--- src/rtl/fetch_unit.sv ---
// fetch_unit: instruction fetch front end.
// Owns the fetch PC, issues word reads over a req/ack handshake, buffers
// returned words with their PCs in a small FIFO and presents the head over
// a valid/ready handshake. Taken-branch redirects flush the FIFO and drop
// any stale in-flight response.
//
// Handshakes:
//   imem: imem_req/imem_addr are held stable from issue through the ack cycle
//         inclusive; imem_ack is a one-cycle pulse with imem_rdata valid in
//         that cycle. An ack while no request is tracked (IDLE) is ignored.
//   core: the head entry transfers on a cycle where inst_valid && inst_ready,
//         unless a redirect occurs in the same cycle (the pop is then void).
//
// Optional feature: define FETCH_ALIGN_CHECK_EN to flag misaligned redirect
// targets on align_fault (sticky until reset) and stop issuing. Without it,
// redirect_pc[1:0] are ignored and align_fault is tied low.
module fetch_unit #(
    parameter logic [31:0] RESET_PC = 32'h0000_0000,
    parameter int          DEPTH    = 2
) (
    input  logic        clk,
    input  logic        reset,
    output logic        imem_req,
    output logic [31:0] imem_addr,
    input  logic        imem_ack,
    input  logic [31:0] imem_rdata,
    output logic        inst_valid,
    output logic [31:0] inst_out,
    output logic [31:0] inst_pc,
    input  logic        inst_ready,
    input  logic        redirect,
    input  logic [31:0] redirect_pc,
    output logic        align_fault
);

    localparam int PW = (DEPTH > 1) ? $clog2(DEPTH) : 1;
    localparam int CW = $clog2(DEPTH + 1);
    localparam logic [CW-1:0] DEPTH_C = CW'(DEPTH);
    localparam logic [PW-1:0] LAST_C  = PW'(DEPTH - 1);

    typedef enum logic [1:0] {
        IDLE    = 2'd0,  // no request outstanding
        WAIT    = 2'd1,  // request outstanding, data will be kept
        DISCARD = 2'd2   // request outstanding, data will be dropped
    } state_t;

    state_t        state;
    state_t        state_next;
    logic [31:0]   fetch_pc;
    logic [31:0]   fetch_pc_next;
    logic [31:0]   target_pc;
    logic [31:0]   data_mem [DEPTH];
    logic [31:0]   pc_mem   [DEPTH];
    logic [PW-1:0] rd_ptr;
    logic [PW-1:0] wr_ptr;
    logic [CW-1:0] count;
    logic [CW-1:0] count_next;
    logic          push;
    logic          pop;
    logic          busy_next;
    logic          issue;
    logic          fault_next;

    function automatic logic [PW-1:0] ptr_inc(input logic [PW-1:0] p);
        return (p == LAST_C) ? '0 : p + PW'(1);
    endfunction

    // Next-state, FIFO bookkeeping and issue decision. A new request is
    // issued in the same cycle the previous one completes (or a redirect
    // lands with nothing outstanding), so imem_req can reassert on the very
    // next cycle and the address always reflects the updated fetch PC.
    always_comb begin
        target_pc     = {redirect_pc[31:2], 2'b00};
        push          = (state == WAIT) && imem_ack && !redirect;
        pop           = inst_valid && inst_ready && !redirect;
        busy_next     = (state != IDLE) && !imem_ack;
        fetch_pc_next = fetch_pc;
        count_next    = count;
        state_next    = state;

`ifdef FETCH_ALIGN_CHECK_EN
        fault_next = align_fault || (redirect && (redirect_pc[1:0] != 2'b00));
`else
        fault_next = 1'b0;
`endif

        if (redirect) begin
            fetch_pc_next = target_pc;
        end else if (push) begin
            fetch_pc_next = fetch_pc + 32'd4;
        end

        if (redirect) begin
            count_next = '0;
        end else begin
            count_next = count + CW'(push) - CW'(pop);
        end

        issue = !busy_next && (count_next < DEPTH_C) && !fault_next;

        if (issue) begin
            state_next = WAIT;
        end else if (busy_next) begin
            if (redirect) begin
                state_next = DISCARD;
            end
        end else begin
            state_next = IDLE;
        end
    end

    // Control registers: state, fetch PC, request outputs, FIFO pointers.
    always_ff @(posedge clk) begin
        if (reset) begin
            state      <= IDLE;
            fetch_pc   <= RESET_PC;
            imem_req   <= 1'b0;
            imem_addr  <= '0;
            count      <= '0;
            rd_ptr     <= '0;
            wr_ptr     <= '0;
            inst_valid <= 1'b0;
        end else begin
            state      <= state_next;
            fetch_pc   <= fetch_pc_next;
            count      <= count_next;
            inst_valid <= (count_next != '0);
            if (issue) begin
                imem_req  <= 1'b1;
                imem_addr <= {fetch_pc_next[31:2], 2'b00};
            end else if (!busy_next) begin
                imem_req  <= 1'b0;
            end
            if (redirect) begin
                rd_ptr <= '0;
                wr_ptr <= '0;
            end else begin
                if (push) begin
                    wr_ptr <= ptr_inc(wr_ptr);
                end
                if (pop) begin
                    rd_ptr <= ptr_inc(rd_ptr);
                end
            end
        end
    end

    // FIFO storage; cleared on reset so the head outputs read zero.
    always_ff @(posedge clk) begin
        if (reset) begin
            for (int i = 0; i < DEPTH; i++) begin
                data_mem[i] <= '0;
                pc_mem[i]   <= '0;
            end
        end else if (push) begin
            data_mem[wr_ptr] <= imem_rdata;
            pc_mem[wr_ptr]   <= imem_addr;
        end
    end

    assign inst_out = data_mem[rd_ptr];
    assign inst_pc  = pc_mem[rd_ptr];

`ifdef FETCH_ALIGN_CHECK_EN
    // Sticky misaligned-target flag, cleared only by reset.
    always_ff @(posedge clk) begin
        if (reset) begin
            align_fault <= 1'b0;
        end else begin
            align_fault <= fault_next;
        end
    end
`else
    logic unused_pc_bits;
    assign unused_pc_bits = ^redirect_pc[1:0];
    assign align_fault    = 1'b0;
`endif

    // The issue rule keeps a slot free for every outstanding request.
    no_overflow: assert property (@(posedge clk) disable iff (reset)
        !(push && (count == DEPTH_C)));

endmodule
--- config.mk ---
export PLATFORM = sky130hd
export DESIGN_NAME = fetch_unit
export DESIGN_NICKNAME = d
export VERILOG_FILES = /design/src/rtl/fetch_unit.sv
export SDC_FILE = /design/constraint.sdc
export NUM_CORES = 1
export LEC_CHECK = 0
export ABC_AREA = 0
export CORE_MARGIN = 2
export CORE_UTILIZATION = 56
export CTS_BUF_LIST = sky130_fd_sc_hd__clkbuf_16
export CTS_CLUSTER_DIAMETER = 120
export DETAILED_ROUTE_END_ITERATION = 8
export MAX_ROUTING_LAYER = met4
export PLACE_DENSITY = 0.86
export SETUP_SLACK_MARGIN = 0.05
export SLEW_MARGIN = 15
export SYNTH_ARGS = -nofsm -noshare
export SYNTH_HDL_FRONTEND = slang
export SYNTH_SLANG_ARGS = --single-unit
export TNS_END_PERCENT = 30
--- constraint.sdc ---
create_clock -name clk -period 18 [get_ports clk]
set_input_delay 1.8 -clock clk [delete_from_list [all_inputs] [get_ports clk]]
set_output_delay 1.8 -clock clk [all_outputs]
set_load 0.05 [all_outputs]
After elaboration in Yosys (flattened, before gate mapping)
Memories as Yosys holds them, arrays and structs flattened. A register that Yosys moved wholly into a read port is not among the register bits. Cells that the tools add are included.

Memories kept: 2. RAM bits: 124. Register bits: 70. Input bits: 69. Output and inout port bits: 99.

Bitwise logic cells: 1. Multiplexer cells: 25. Add/subtract/negate cells: 5. Reduce and logical (&&, ||, !) cells: 15. Order comparisons: 1. Eq/ne operators: 3.

Memory list: data_mem (depth 2, bits a word 32, read ports 1, clocked after Yosys merged registers in 1, write ports 2, RTL line 52) `logic [31:0] data_mem [DEPTH];`; pc_mem (depth 2, bits a word 30, read ports 1, clocked after Yosys merged registers in 1, write ports 2, RTL line 53) `logic [31:0] pc_mem [DEPTH];`.

Operator list (count): 2-to-1 mux 32 bit (3); adder 32 x 3 -> 32 bit, second input constant (1); OR reduction 32 bit (1); 2-to-1 mux 30 bit (1); OR reduction 30 bit (1); 2-to-1 mux 1 bit (20); logical AND 1 bit (6); nonzero test 2 bit (2); zero test 1 bit (3); != test 3 x 2 -> 1 bit, second input constant (1); OR reduction 3 bit (1); adder 1 bit, second input constant (2); adder 2 x 1 -> 2 bit (1); equality test 2 x 1 -> 1 bit, second input constant (1); less-than comparator 2 bit, second input constant (1); 2-to-1 mux 2 bit (1); != test 2 x 1 -> 1 bit, second input constant (1); OR reduction 2 bit (1); subtractor 2 x 1 -> 2 bit (1); NOT 1 bit (1).

Logic depth before layout (Yosys ltp)
Gate-level depths: netlist of the first run.

Depth in word-level cells: 9. Mapped depth: 14. Mapped depth without buffers: 10.

Least setup slack after synthesis of the first run
OpenSTA, ideal clock, no wires.

Kind: input port to flip-flop. Start point: in redirect. End point: mem data_mem[0][0], enable pin. Setup time: 568 ps. Arrival: 6621 ps. Stages: 4. Data required time: 17432 ps. Buffers on the path: 2. Path slack: 10811 ps. Path through: buf_6 nand4bb_1 buf_6 o21ai_0.

RTL lines: start, declared (RTL line 31) `input logic redirect,`; end, declared (RTL line 52).

Worst setup path in the final report of the first run
Start point: in redirect. End point: reg imem_addr[31].

Word-level cells in the longest chain between the ends: 7. Elaborated cells on any way between the ends: 10. Those cells by class: 2 x add/sub; 1 x order compare; 3 x mux; 4 x reduce/logical.

RTL lines: zero test 1 bit (RTL line 74, 75); logical AND 1 bit (RTL line 74) `push = (state == WAIT) && imem_ack && !redirect;`; adder 2 x 1 -> 2 bit (RTL line 96) `count_next = count + CW'(push) - CW'(pop);`; subtractor 2 x 1 -> 2 bit (RTL line 96); 2-to-1 mux 2 bit (RTL line 93) `if (redirect) begin`; less-than comparator 2 bit (RTL line 99) `issue = !busy_next && (count_next < DEPTH_C) && !fault_next;`; logical AND 1 bit (RTL line 99); end signal, assigned (RTL line 130) `imem_addr <= {fetch_pc_next[31:2], 2'b00};`; end, declared (RTL line 24) `output logic [31:0] imem_addr,`.

Parallel ways exist; a longest one is shown, timed or not. A chain may end at the register's enable or synchronous reset.

==> flow_metrics.env, run 1 <==
export IMPL_outcome="complete, no violations"
export IMPL_h_tree_levels=4
export IMPL_cts_made_buffers=17
export IMPL_final_instance_count_excl_fill=1066
export IMPL_clock_sinks=193
export IMPL_timing_final_max_slew_violations=0
export IMPL_detailedRoute_firstIterationViolations=478
export IMPL_worst_path_max_fanout=55
export IMPL_fp_dieArea_um2=16300
export IMPL_finalSetupTns_ns=0
export IMPL_clock_tree_root_cell="clkbuf_16"
export IMPL_setup_violations=0
export IMPL_floorplan_io_pins=168
export IMPL_core_um2=15100
export IMPL_drt_vias_per_instance=5.67
export IMPL_layout_worst_path_cycle_share=0.291
export IMPL_grt_pass1_wl_um=29700
export IMPL_most_common_layout_cells="159 x clkdlybuf4s50_1, 129 x and2_1, 124 x edfxtp_1, 68 x dfxtp_1, 62 x mux2_2"
export IMPL_hold_class="reg -> reg"
export IMPL_row_count=45
export IMPL_antenna_found_initial=0
export IMPL_worstSetupStartpointType="primary input"
export IMPL_slew_headroom=0.222
export IMPL_worst_skew_pair_late_latency_ns=0.42
export IMPL_cts_setup_buffers=0
export IMPL_final_layout_size_suffix_gt1_frac=0.124
export IMPL_cts_hold_buffers_added=0
export IMPL_critical_path_endpoint_type="register"
export IMPL_finalHoldViolations=0
export IMPL_postSynthCellCount=728
export IMPL_timing_final_crit_period_ns=5.23
export IMPL_die_x_um=128
export IMPL_placed_cells=1035
export IMPL_ys_seq_area_frac=0.595
export IMPL_grt_total_usage=0.241
export IMPL_tritoncts="built"
export IMPL_post_synth_num_cell_types=52
export IMPL_vias=6040
export IMPL_criticalPathCategory="in -> reg"
export IMPL_postCtsResizedCells=0
export IMPL_layout_setup_ws_ns=12.77
export IMPL_drt_drc_violations_left=0
export IMPL_postRouteWirelength_um=18800
export IMPL_synth_flop_type="edfxtp_1"
export IMPL_area_growth_synth_to_final_pct=26.2
export IMPL_synth_edf_count=124
export IMPL_clk_path_buf_depth=2
export IMPL_stdcell_area_um2=10800
export IMPL_worst_ir_drop_vdd_v=0.0000690
export IMPL_postSynthAreaPerCell_um2=11.8
export IMPL_synth_cell_area_um2=8570
export IMPL_n_antenna_cell=0
export IMPL_p_per_area_nw_per_um2=93.2
export IMPL_pin_count_of_the_biggest_net_entering_global_routing=63
export IMPL_yosys_warnings=0
export IMPL_routabilityCongestion=0.914
export IMPL_overflow=0
export IMPL_rsz0062_at_grt="no"
export IMPL_io_buffer_count=160
export IMPL_final_setup_skew_ns=0.00456
export IMPL_worst_endpoint_required_ns=18.33
export IMPL_initial_core_util=0.568
export IMPL_avgRoutedWirePerCell_um=17.6
export IMPL_total_of_max_cap_violations=0
export IMPL_yosys_register_bits=193
export IMPL_nets=938
export IMPL_mostFrequentLayoutCell="clkdlybuf4s50_1"
export IMPL_firstDrtPassIters=5
export IMPL_hpwl_um=12200
export IMPL_chipHeight_um=128
export IMPL_worst_endpoint_arrival_ns=5.57
export IMPL_postPlaceCellArea_um2=10300
export IMPL_clock_pin_transition_on_the_worst_setup_and_hold_timing_paths_ns=0.06
export IMPL_report_power_total_mw=1.01
export IMPL_fmax_ghz=0.191
export IMPL_worst_slew_pin_transition_ns=1.16
export IMPL_async_reset_ff_frac=0
export IMPL_power_static_leakage_nw=4.00
export IMPL_grt_pass1_vias=5931
export IMPL_antenna_left=0
export IMPL_pre_cts_slack_ns=12.38
==> cells by family (layout without fill, tap and decap cells) <==
| kind of cell | count (synthesis) | in the layout | synth area share |
|---|---|---|---|
| XOR/XNOR | 14 | 14 | 0.0159 |
| buffers and inverters | 62 | 208 | 0.0323 |
| adder cells (fa/ha/maj) | 3 | 3 | 0.00438 |
| AND/OR/NAND/NOR | 312 | 312 | 0.201 |
| flip-flops | 193 | 193 | 0.595 |
| other | 1 | 5 | 0.000437 |
| multiplexers | 71 | 71 | 0.0919 |
| AO/OA/AOI/OAI | 72 | 72 | 0.0582 |
==> stage by stage <==
| stage | hold WS, ns | utilization |
|---|---|---|
| finish | 0.478 | 0.717 |
| global placement | 0.451 | 0.681 |
| detailed placement | 0.469 | 0.681 |
| CTS | 0.484 | 0.717 |
| global route | 0.510 | 0.717 |
| floorplan | 0.506 | - |
==> cells in the mapped netlist (15+ instances only) <==
cell type	instances	area [µm²]
a21oi_1	16	80.1
and2_1	129	807
clkbuf_1	36	135
dfxtp_1	69	1380
edfxtp_1	124	3720
mux2_2	62	698
nand2_1	18	67.6
nand3_1	31	155
nor2_1	52	195
nor3_1	32	160
nor4_1	17	106
o21ai_0	15	75.1
==> flip-flops by register name, indices dropped and copies added, names as in the netlist, named ones only <==
name and cells:
data_mem 64, pc_mem 60, fetch_pc 30, imem_addr 30, count 2, state 2, imem_req 1, inst_valid 1
rd_ptr 1, wr_ptr 1
==> power breakdown <==
group	internal, mW	leakage (nW)	switching (mW)
sequential	0.494	1.85	0.0145
combinational	0.0537	1.88	0.0924
clock	0.200	0.258	0.153
==> worst max-delay path: stages <==
cell             delay, ns
clkdlybuf4s50_1       0.40
buf_4                 0.29
nand4bb_1             0.68
ha_1                  0.54
inv_1                 0.04
ha_1                  0.17
xnor3_1               0.22
nor2_1                0.05
nor2_1                0.68
nand2_1               0.37
o31ai_1               0.30
==> final timing paths <==
check / start / end / slack, ns / cells past startpoint
worst max-delay path: redirect / imem_addr[31] / 12.77 / 11
worst min-delay path: imem_req / imem_req / 0.48 / 2
worst max register to register: state[0] / imem_addr[31] / 14.56 / 9
worst min register to register: imem_req / imem_req / 0.48 / 2
==> layout make-up <==
class / count / area [µm²]
inverters: 10 / 37.5
clock buffers: 17 / 425
repair buffers: 167 / 1650
well taps: 188 / 235
multi-input cells: 477 / 3240
flip-flops and latches: 193 / 5110
clock inverters: 14 / 125
fillers: 1047 / 4270
==> metal layers <==
layer / up-vias / part of all wire / global-route usage
met4: 0 / 0.020 / 0.0892
li1: 2886 / - / -
met2: 194 / 0.51 / 0.405
met5: - / 0 / -
met3: 26 / 0.053 / 0.0371
met1: 2934 / 0.41 / 0.299
(Power assumes the default switching activity.)
==> run 2: changes to the inputs <==
--- a/config.mk
+++ b/config.mk
@@ -7,12 +7,12 @@
 export LEC_CHECK = 0
 export ABC_AREA = 0
 export CORE_MARGIN = 2
-export CORE_UTILIZATION = 56
+export CORE_UTILIZATION = 52
 export CTS_BUF_LIST = sky130_fd_sc_hd__clkbuf_16
 export CTS_CLUSTER_DIAMETER = 120
 export DETAILED_ROUTE_END_ITERATION = 8
 export MAX_ROUTING_LAYER = met4
-export PLACE_DENSITY = 0.86
+export PLACE_DENSITY = 0.8
 export SETUP_SLACK_MARGIN = 0.05
 export SLEW_MARGIN = 15
 export SYNTH_ARGS = -nofsm -noshare
==> constraint.sdc (replaced) <==
create_clock -name clk -period 5.1 [get_ports clk]
set_input_delay 0.51 -clock clk [delete_from_list [all_inputs] [get_ports clk]]
set_output_delay 0.51 -clock clk [all_outputs]
set_load 0.05 [all_outputs]
==> run 2 against run 1 <==
Net effect: hold slack gained 0.0094 ns; sequential cell count is the same; non-clock buffer count grew 4; final cell count grew 3.1%; first-iteration DRC count shrank 17%; sequential power grew to 3.5 times the previous value; critical endpoint is now inst_out[16].
==> flow_metrics.env, run 2 (same netlist as run 1, synthesis figures left out) <==
export IMPL_antenna_found_initial=0
export IMPL_registers_top_by_ff_count="data_mem"
export IMPL_fmax_ghz=0.279
export IMPL_antenna_left=0
export IMPL_pin_count_of_the_biggest_net_entering_global_routing=63
export IMPL_reg2reg_from="state[0]"
export IMPL_finalSetupTns_ns=0
export IMPL_drt_vias_per_instance=5.51
export IMPL_critical_path_endpoint_type="output port"
export IMPL_finalHoldViolations=0
export IMPL_top_regs="data_mem: 64 flops, pc_mem: 60 flops"
export IMPL_reg2reg_slack_ns=2.40
export IMPL_detailedRoute_firstIterationViolations=396
export IMPL_timing_final_crit_period_ns=3.58
export IMPL_outcome="complete, no violations"
export IMPL_number_of_fillers_in_the_final_layout=1204
export IMPL_cp_cell_sequence="buf_4, mux2_2, clkdlybuf4s50_1"
export IMPL_tritoncts="built"
export IMPL_min_delay_start="imem_req"
export IMPL_grt_pass1_vias=6067
export IMPL_cts_made_buffers=17
export IMPL_setup_violations=0
export IMPL_met2RoutedLength_um=9680
export IMPL_worst_skew_pair_late_latency_ns=0.43
export IMPL_power_static_leakage_nw=4.04
export IMPL_nets=942
export IMPL_number_of_flip_flops_under_the_largest_register_name=64
export IMPL_postCtsResizedCells=0
export IMPL_core_um2=16000
export IMPL_routabilityCongestion=0.858
export IMPL_avgRoutedWirePerCell_um=17.5
export IMPL_worstHoldEndpoint="imem_req"
export IMPL_mostFrequentLayoutCell="clkdlybuf4s50_1"
export IMPL_overflow=0
export IMPL_cts_hold_buffers_added=0
export IMPL_final_setup_skew_ns=0.00715
export IMPL_vias=6060
export IMPL_worst_slew_pin_transition_ns=1.10
export IMPL_clock_tree_root_cell="clkbuf_16"
export IMPL_route_met3_wl_um=990
export IMPL_fp_dieArea_um2=17500
export IMPL_r2r_cells=10
export IMPL_clock_pin_transition_on_the_worst_setup_and_hold_timing_paths_ns=0.07
export IMPL_h_tree_levels=4
export IMPL_hpwl_um=12700
export IMPL_worstSetupStartpointType="register"
export IMPL_clk_path_buf_depth=2
export IMPL_final_layout_size_suffix_gt1_frac=0.133
export IMPL_m1WireLength_um=8210
export IMPL_worst_endpoint_arrival_ns=3.07
export IMPL_area_growth_synth_to_final_pct=27.1
export IMPL_timing_final_max_slew_violations=0
export IMPL_firstDrtPassIters=5
export IMPL_timing_hold_worst_path_depth=2
export IMPL_hold_class="reg -> reg"
export IMPL_floorplan_io_pins=168
export IMPL_n_antenna_cell=0
export IMPL_drt_drc_violations_left=0
export IMPL_worst_endpoint_required_ns=4.59
export IMPL_worst_path_max_fanout=41
export IMPL_crit_path_top_delay_cell="dfxtp_2"
export IMPL_most_common_layout_cells="159 x clkdlybuf4s50_1, 129 x and2_1, 124 x edfxtp_1, 68 x dfxtp_1, 62 x mux2_2"
export IMPL_layout_worst_path_cycle_share=0.702
export IMPL_io_buffer_count=160
export IMPL_die_x_um=132
export IMPL_grt_pass1_wl_um=30500
export IMPL_row_count=46
export IMPL_critPathTopFamily="buffers and inverters"
export IMPL_grt_total_usage=0.227
export IMPL_initial_core_util=0.536
export IMPL_p_per_area_nw_per_um2=327
export IMPL_chipHeight_um=132
export IMPL_slew_headroom=0.264
export IMPL_clock_sinks=193
export IMPL_postRouteWirelength_um=19200
export IMPL_finalHoldWorstSlack_ns=0.488
export IMPL_worst_ir_drop_vdd_v=0.000244
export IMPL_rsz0062_at_grt="no"
export IMPL_reg2reg_to="imem_addr[25]"
export IMPL_total_of_max_cap_violations=0
export IMPL_cts_setup_buffers=0
export IMPL_routed_top_layer="met4"
export IMPL_crit_buf_inv=2
export IMPL_cpPeakStageDelay_ns=1.05
export IMPL_final_core_utilization=0.681
export IMPL_criticalPathCategory="reg -> out"
-- run 2: how the worst max path moves through the flow --
stage          startpoint              to  slack, ns  cells past startpoint
6_report         register    inst_out[16]       1.52                      3
4_1_cts          register    inst_out[16]       1.47                      3
3_3_place_gp     redirect   imem_addr[30]       1.71                      7
3_5_place_dp     redirect   imem_addr[30]       1.62                      7
2_1_floorplan    redirect  data_mem[0][0]      -0.80                      4
5_1_grt          register    inst_out[16]       1.39                      3
-- run 2: layout make-up --
| type | instances | area [µm²] | share of cell area |
|---|---|---|---|
| Tap cell | 216 | 270 | 0.0248 |
| Sequential cell | 193 | 5110 | 0.469 |
| Multi-Input combinational cell | 477 | 3240 | 0.298 |
| Clock buffer | 19 | 475 | 0.0436 |
| Inverter | 10 | 37.5 | 0.00345 |
| Timing Repair Buffer | 171 | 1680 | 0.154 |
| Clock inverter | 13 | 80.1 | 0.00735 |
-- run 2: routing by layer --
layer | vias up | track usage
met2 | 203 | 0.384
met5 | - | -
li1 | 2897 | -
met4 | 0 | 0.0717
met3 | 27 | 0.0369
met1 | 2933 | 0.279
-- run 2: stage by stage --
step	setup slack, ns	total power, mW	std cells	instance area [µm²]
after floorplan	-0.799	2.15	732	8590
after detailed placement	1.62	2.35	1067	10300
final	1.52	3.56	1099	10900
after global placement	1.71	2.34	1067	10300
after CTS	1.47	3.58	1099	10900
after global routing	1.39	3.68	1099	10900
-- run 2: power breakdown --
group	leakage, nW	total, mW	internal [mW]	switching [mW]
Sequential	1.85	1.79	1.74	0.0503
Combinational	1.90	0.520	0.191	0.329
Clock	0.284	1.25	0.679	0.567
-- run 2: tightest hold or removal path, delay by kind of cell (launching register included) --
kind | cells | cell delay (ns)
flops | 1 | 0.32
simple gates | 1 | 0.06
compound gates | 1 | 0.06
